===== src/rtl/mem_access_ctrl.sv =====
// Sequencer for the 8x8 NAND-latch Memory_unit: setup/strobe/hold per access.
// Optional power-up clear sweep is compiled in with MEM_CLEAR_EN.
module mem_access_ctrl #(
   parameter int ADDR_W = 3,
   parameter int DATA_W = 8
) (
   input  logic              clk,
   input  logic              rst,
   input  logic              req_valid,
   output logic              req_ready,
   input  logic              req_write,
   input  logic              req_clear,
   input  logic [ADDR_W-1:0] req_addr,
   input  logic [DATA_W-1:0] req_wdata,
   output logic              rsp_valid,
   output logic [DATA_W-1:0] rsp_rdata,
   output logic              busy,
   output logic              mem_op,
   output logic              mem_select,
   output logic [ADDR_W-1:0] mem_address,
   output logic [DATA_W-1:0] mem_in_bus,
   input  logic [DATA_W-1:0] mem_out_bus
);

   typedef enum logic [1:0] {
      S_IDLE,
      S_SETUP,
      S_STROBE,
      S_HOLD
   } state_t;

   state_t            r_state;
   state_t            w_next;
   logic              r_op;
   logic              r_sel;
   logic [ADDR_W-1:0] r_addr;
   logic [DATA_W-1:0] r_wdata;
   logic [DATA_W-1:0] r_rdata;
   logic              r_rsp;
   logic              w_accept;
   logic              w_last;

`ifdef MEM_CLEAR_EN
   logic              r_clr;

   // a sweep is finished once the top word has been strobed
   assign w_last = !r_clr || (r_addr == {ADDR_W{1'b1}});
`else
   logic              w_unused;

   assign w_unused = req_clear;
   assign w_last   = 1'b1;
`endif

   assign req_ready = (r_state == S_IDLE) && !rst;
   assign w_accept  = req_valid && req_ready;
   assign busy      = (r_state != S_IDLE);

   assign rsp_valid   = r_rsp;
   assign rsp_rdata   = r_rdata;
   assign mem_op      = r_op;
   assign mem_select  = r_sel;
   assign mem_address = r_addr;
   assign mem_in_bus  = r_wdata;

   // state register
   always_ff @(posedge clk) begin
      if (rst) begin
         r_state <= S_IDLE;
      end else begin
         r_state <= w_next;
      end
   end

   // next-state logic; HOLD loops back to SETUP while a sweep is running
   always_comb begin
      w_next = r_state;
      unique case (r_state)
         S_IDLE:   if (w_accept) w_next = S_SETUP;
         S_SETUP:  w_next = S_STROBE;
         S_STROBE: w_next = S_HOLD;
         S_HOLD:   w_next = w_last ? S_IDLE : S_SETUP;
         default:  w_next = S_IDLE;
      endcase
   end

   // registered array pins, read capture and completion pulse
   always_ff @(posedge clk) begin
      if (rst) begin
         r_op    <= 1'b0;
         r_sel   <= 1'b0;
         r_addr  <= '0;
         r_wdata <= '0;
         r_rdata <= '0;
         r_rsp   <= 1'b0;
`ifdef MEM_CLEAR_EN
         r_clr   <= 1'b0;
`endif
      end else begin
         r_rsp <= 1'b0;
         unique case (r_state)
            S_IDLE: begin
               r_sel <= 1'b0;
               if (w_accept) begin
`ifdef MEM_CLEAR_EN
                  r_clr <= req_clear;
                  if (req_clear) begin
                     r_op    <= 1'b1;
                     r_addr  <= '0;
                     r_wdata <= '0;
                  end else
`endif
                  begin
                     r_op    <= req_write;
                     r_addr  <= req_addr;
                     r_wdata <= req_wdata;
                  end
               end
            end
            S_SETUP: begin
               r_sel <= 1'b1;
            end
            S_STROBE: begin
               r_sel <= 1'b0;
               r_rsp <= w_last;
               if (!r_op) begin
                  r_rdata <= mem_out_bus;
               end
            end
            S_HOLD: begin
               r_sel <= 1'b0;
               if (!w_last) begin
                  r_addr <= r_addr + 1'b1;
               end
            end
            default: begin
               r_sel <= 1'b0;
            end
         endcase
      end
   end

endmodule


===== config.mk =====
export PLATFORM = sky130hd
export DESIGN_NAME = mem_access_ctrl
export DESIGN_NICKNAME = d
export VERILOG_FILES = /design/src/rtl/mem_access_ctrl.sv
export SDC_FILE = /design/constraint.sdc
export NUM_CORES = 1
export LEC_CHECK = 0
export BUFFER_PORTS_ARGS = -buffer_cell sky130_fd_sc_hd__buf_2
export CORE_AREA = 2 2 51 53
export CTS_BUF_LIST = sky130_fd_sc_hd__clkbuf_16
export CTS_CLUSTER_DIAMETER = 30
export DETAILED_ROUTE_END_ITERATION = 16
export DIE_AREA = 0 0 53 55
export PLACE_DENSITY = 0.81
export SYNTH_ARGS = -nofsm -noshare
export SYNTH_HDL_FRONTEND = slang
export SYNTH_SLANG_ARGS = --single-unit

===== constraint.sdc =====
create_clock -name clk -period 3.2 [get_ports clk]
set_clock_uncertainty 0.1 [all_clocks]
set_input_delay 0.96 -clock clk [delete_from_list [all_inputs] [get_ports clk]]
set_output_delay 0.96 -clock clk [all_outputs]
set_load 0.05 [all_outputs]

**After elaboration in Yosys (flattened, before gate mapping)**

Cells that the tools add are included.

- Register bits after elaboration: 24
- Output and inout port bits: 24
- Logic and storage cells: 24

- Equality and inequality tests: 4
- Muxes and demuxes: 4
- Bitwise gates (word level): 1
- Reductions and logical operators: 8

Operators with widths:

| cell | number |
|---|---|
| $pmux 2 s4 | 1 |
| $eq 2x2->1 const B | 2 |
| $reduce_and 2->1 | 2 |
| $reduce_or 3->1 | 1 |
| $eq 2x1->1 const B | 1 |
| $logic_and 1x1->1 | 2 |
| $logic_not 2->1 | 1 |
| $mux 2 | 1 |
| $ne 2x2->1 const B | 1 |
| $pmux 1 s2 | 1 |
| $reduce_bool 2->1 | 1 |
| $logic_not 1->1 | 1 |
| $mux 1 | 1 |
| $not 1->1 | 1 |

**Depth between registers and ports, before layout**

- Depth after elaboration: 5
- Gate-level depth with buffers: 6
- Mapped depth without buffers: 4

**Worst setup path after synthesis**

OpenSTA, ideal clock, no wires.

- Kind: in2out
- Start point: input port rst
- End point: output port req_ready
- Data arrival time: 1.929 ns
- Path slack: 0.211 ns
- Stages: 3
- Buffers on the path: 2
- Path through: buf_4 -> buf_4 -> nor2_1

- Cells in the longest elaborated chain, start to end: 2

Ends and longest elaborated chain:

| element | RTL line | source |
|---|---|---|
| from (decl) | 8 | `input logic rst,` |
| $logic_not 1->1 | 55 | `assign req_ready = (r_state == S_IDLE) && !rst;` |
| $logic_and 1x1->1 | 55 |  |
| to (decl) | 10 | `output logic req_ready,` |

No other way between the ends.

**Worst setup path in the final report**

Ends and elaborated chain as after synthesis.

==> flow_summary.toml <==
[status]
outcome = "complete, no violations"

[worst_setup_path]
endpoint_kind = "output pin"
cp-start-kind = "primary input"
reg2reg_slack_ns = 1.81
critPathRequiredTime_ns = 2.14
crit_type = "primary input to output pin"
crit_path_max_fanout = 2
worst_ep_arrival_time_ns = 1.42

[timing]
finalSetupTns_ns = 0
slew_headroom = 0.6998
rsz0062_at_grt = "no"
layout_min_cycle_time_ns = 2.484
finalCritPeriodShare = 0.7761
hold_viol = 0
holdWs_ns = 0.3741
slew_viol_final = 0
setup_violations = 0
tightest_slew_ns = 0.4504
fmax_mhz = 402.6

[power_and_ir_drop]
leakagePower_nw = 0.6269
ir_drop_v = 0.0006916
p_per_area_nw_per_um2 = 917.6
power_w = 0.001296
power.switching_w = 0.0005836
pwr-share-clk = 0.202
power_frac_seq = 0.313
switching_share = 0.4502
intPower_w = 0.0007127
p_comb_frac = 0.485

[floorplan]
dieHeight_um = 55
row_count = 18
die_area_um2 = 2915
coreArea_um2 = 2365
num_io_pins = 48
die_w_um = 53
start_util = 0.4836

[finish]
fin_cells = 183
drive_above_1_share = 0.4248
post-route-cell-area_um2 = 1413
syn_to_final_growth_pct = 23.52
final_cell_mix = "buf_2 (46), dfxtp_1 (24), nand3_1 (12), nand2b_1 (9), nand4bb_1 (9)"
antennaDiodeCount = 0
final_common_cell = "buf_2"
fin_nets = 181

[clocking]
clock-root-buffer = "clkbuf_16"
post_cts_resized = 0
cts_buffer_depth = 2
clk_latency_ns = 0.25
cts_hold_buf = 0
clock_sinks = 24
cts_buffers = 3
post_cts.repair.setup_buffers = 0
clk_pin_slew_ns = 0.06
htree_levels = 1
cts_tree = "done"

[detailed_routing]
drt_wl_total_um = 2285
drc = 0
first_pass_iters = 4
initialDrtViolationCount = 12
vias = 943
ant_nets = 0
routed_via_density = 5.153
wl_per_cell_um = 12.49

[logic_synthesis]
syn_avg_cell_area_um2 = 10.30
yosys_warnings = 0
ys_seq_area_frac = 0.4201
syn_nets = 138
ys_types = 20
syn_area_um2 = 1144
synth_area_leaders = "dfxtp_1 (42%), nand4bb_1 (8.9%), a21bo_1 (6.1%), a21oi_2 (5.4%), nand3_1 (5.3%)"
synth_top_area_frac = 0.4201
synth-seq-cells = 24
syn-instance-count = 111
netlist.top_cell.by_area = "dfxtp_1"

[placed_design]
hpwl_um = 1555
place_congestion = 0.7231
place_area_um2 = 1334
io_buffers = 46
placedCellCount = 179

[flow_run]
maxCapViolCount = 0

[global_routing]
grt_overflow = 0
antenna_found_initial = 0
grt.total_usage = 0.1706
grt_pass1_wl_um = 3677
grt_pass1_vias = 831
grt_max_degree = 34

[worst_hold_path]
worstHoldPathType = "flop to flop"
-- worst paths after layout --
path | start | endpoint | cells past startpoint
setup reg to reg | r_state[0] | mem_in_bus[0] | 5
hold reg to reg | rsp_rdata[5] | rsp_rdata[5] | 2
setup / recovery | rst | req_ready | 3
hold / removal | rsp_rdata[5] | rsp_rdata[5] | 2
-- Yosys cell counts --
master,n
dfxtp_1,24
nand3_1,12
nand2b_1,9
nand4bb_1,9
a21bo_1,7
a21oi_2,7
o21ai_0,7
a21bo_2,5
a21oi_1,5
buf_6,4
buf_4,3
ha_1,3
inv_1,3
nor2_1,3
nor2b_1,3
buf_2,2
o21ai_1,2
a211oi_2,1
and2b_4,1
buf_8,1
-- per-stage QoR --
| stage | worst slack [ns] | util |
|---|---|---|
| 4_1_cts | 0.7176 | 0.5974 |
| 3_3_place_gp | 0.6935 | 0.5640 |
| 2_1_floorplan | 0.2114 | - |
| 5_1_grt | 0.6905 | 0.5974 |
| 6_report | 0.7163 | 0.5974 |
| 3_5_place_dp | 0.7218 | 0.5640 |
-- per-layer routing --
layer  wire (µm)  GRT usage  vias up
li1            -          -      474
met5           0          0        -
met4           0    0.05128        0
met1        1047     0.2280      431
met2        1067     0.2813       38
met3         170    0.03226        0
-- critical path: stages --
cell and delay [ns]:
buf_2 0.12, nor2_1 0.08, buf_2 0.26
-- area by class of cell --
cell class	instances	area [µm²]
Inverter	3	11.26
Fill cell	220	952.2
Clock inverter	1	3.754
Sequential cell	24	480.5
Multi-Input combinational cell	74	559.3
Timing Repair Buffer	48	245.2
Tap cell	30	37.54
Clock buffer	3	75.07
-- power by group through the flow --
stage	clock, W	sequential, W	combinational [W]
after floorplan	0	0.000598	0.000364
after global placement	0	0.000405	0.000615
after detailed placement	0	0.000411	0.000629
after CTS	0.000269	0.000406	0.000632
after global routing	0.000282	0.000415	0.000676
final	0.000262	0.000406	0.000628
-- state kept, by name (all words and copies together) (netlist names) --
register / cells
rsp_rdata: 8
mem_select: 1
mem_op: 1
mem_address: 3
r_state: 2
mem_in_bus: 8
rsp_valid: 1
-- kinds of logic after synthesis --
kind of cell               Yosys count  synth area share
adders and majority gates            3           0.03283
buffers and inverters               13           0.09080
AOI/OAI and AO/OA                   34            0.2309
DFF                                 24            0.4201
and+or+nand+nor                     37            0.2254
Note: power is estimated with default switching activity, not from simulation.
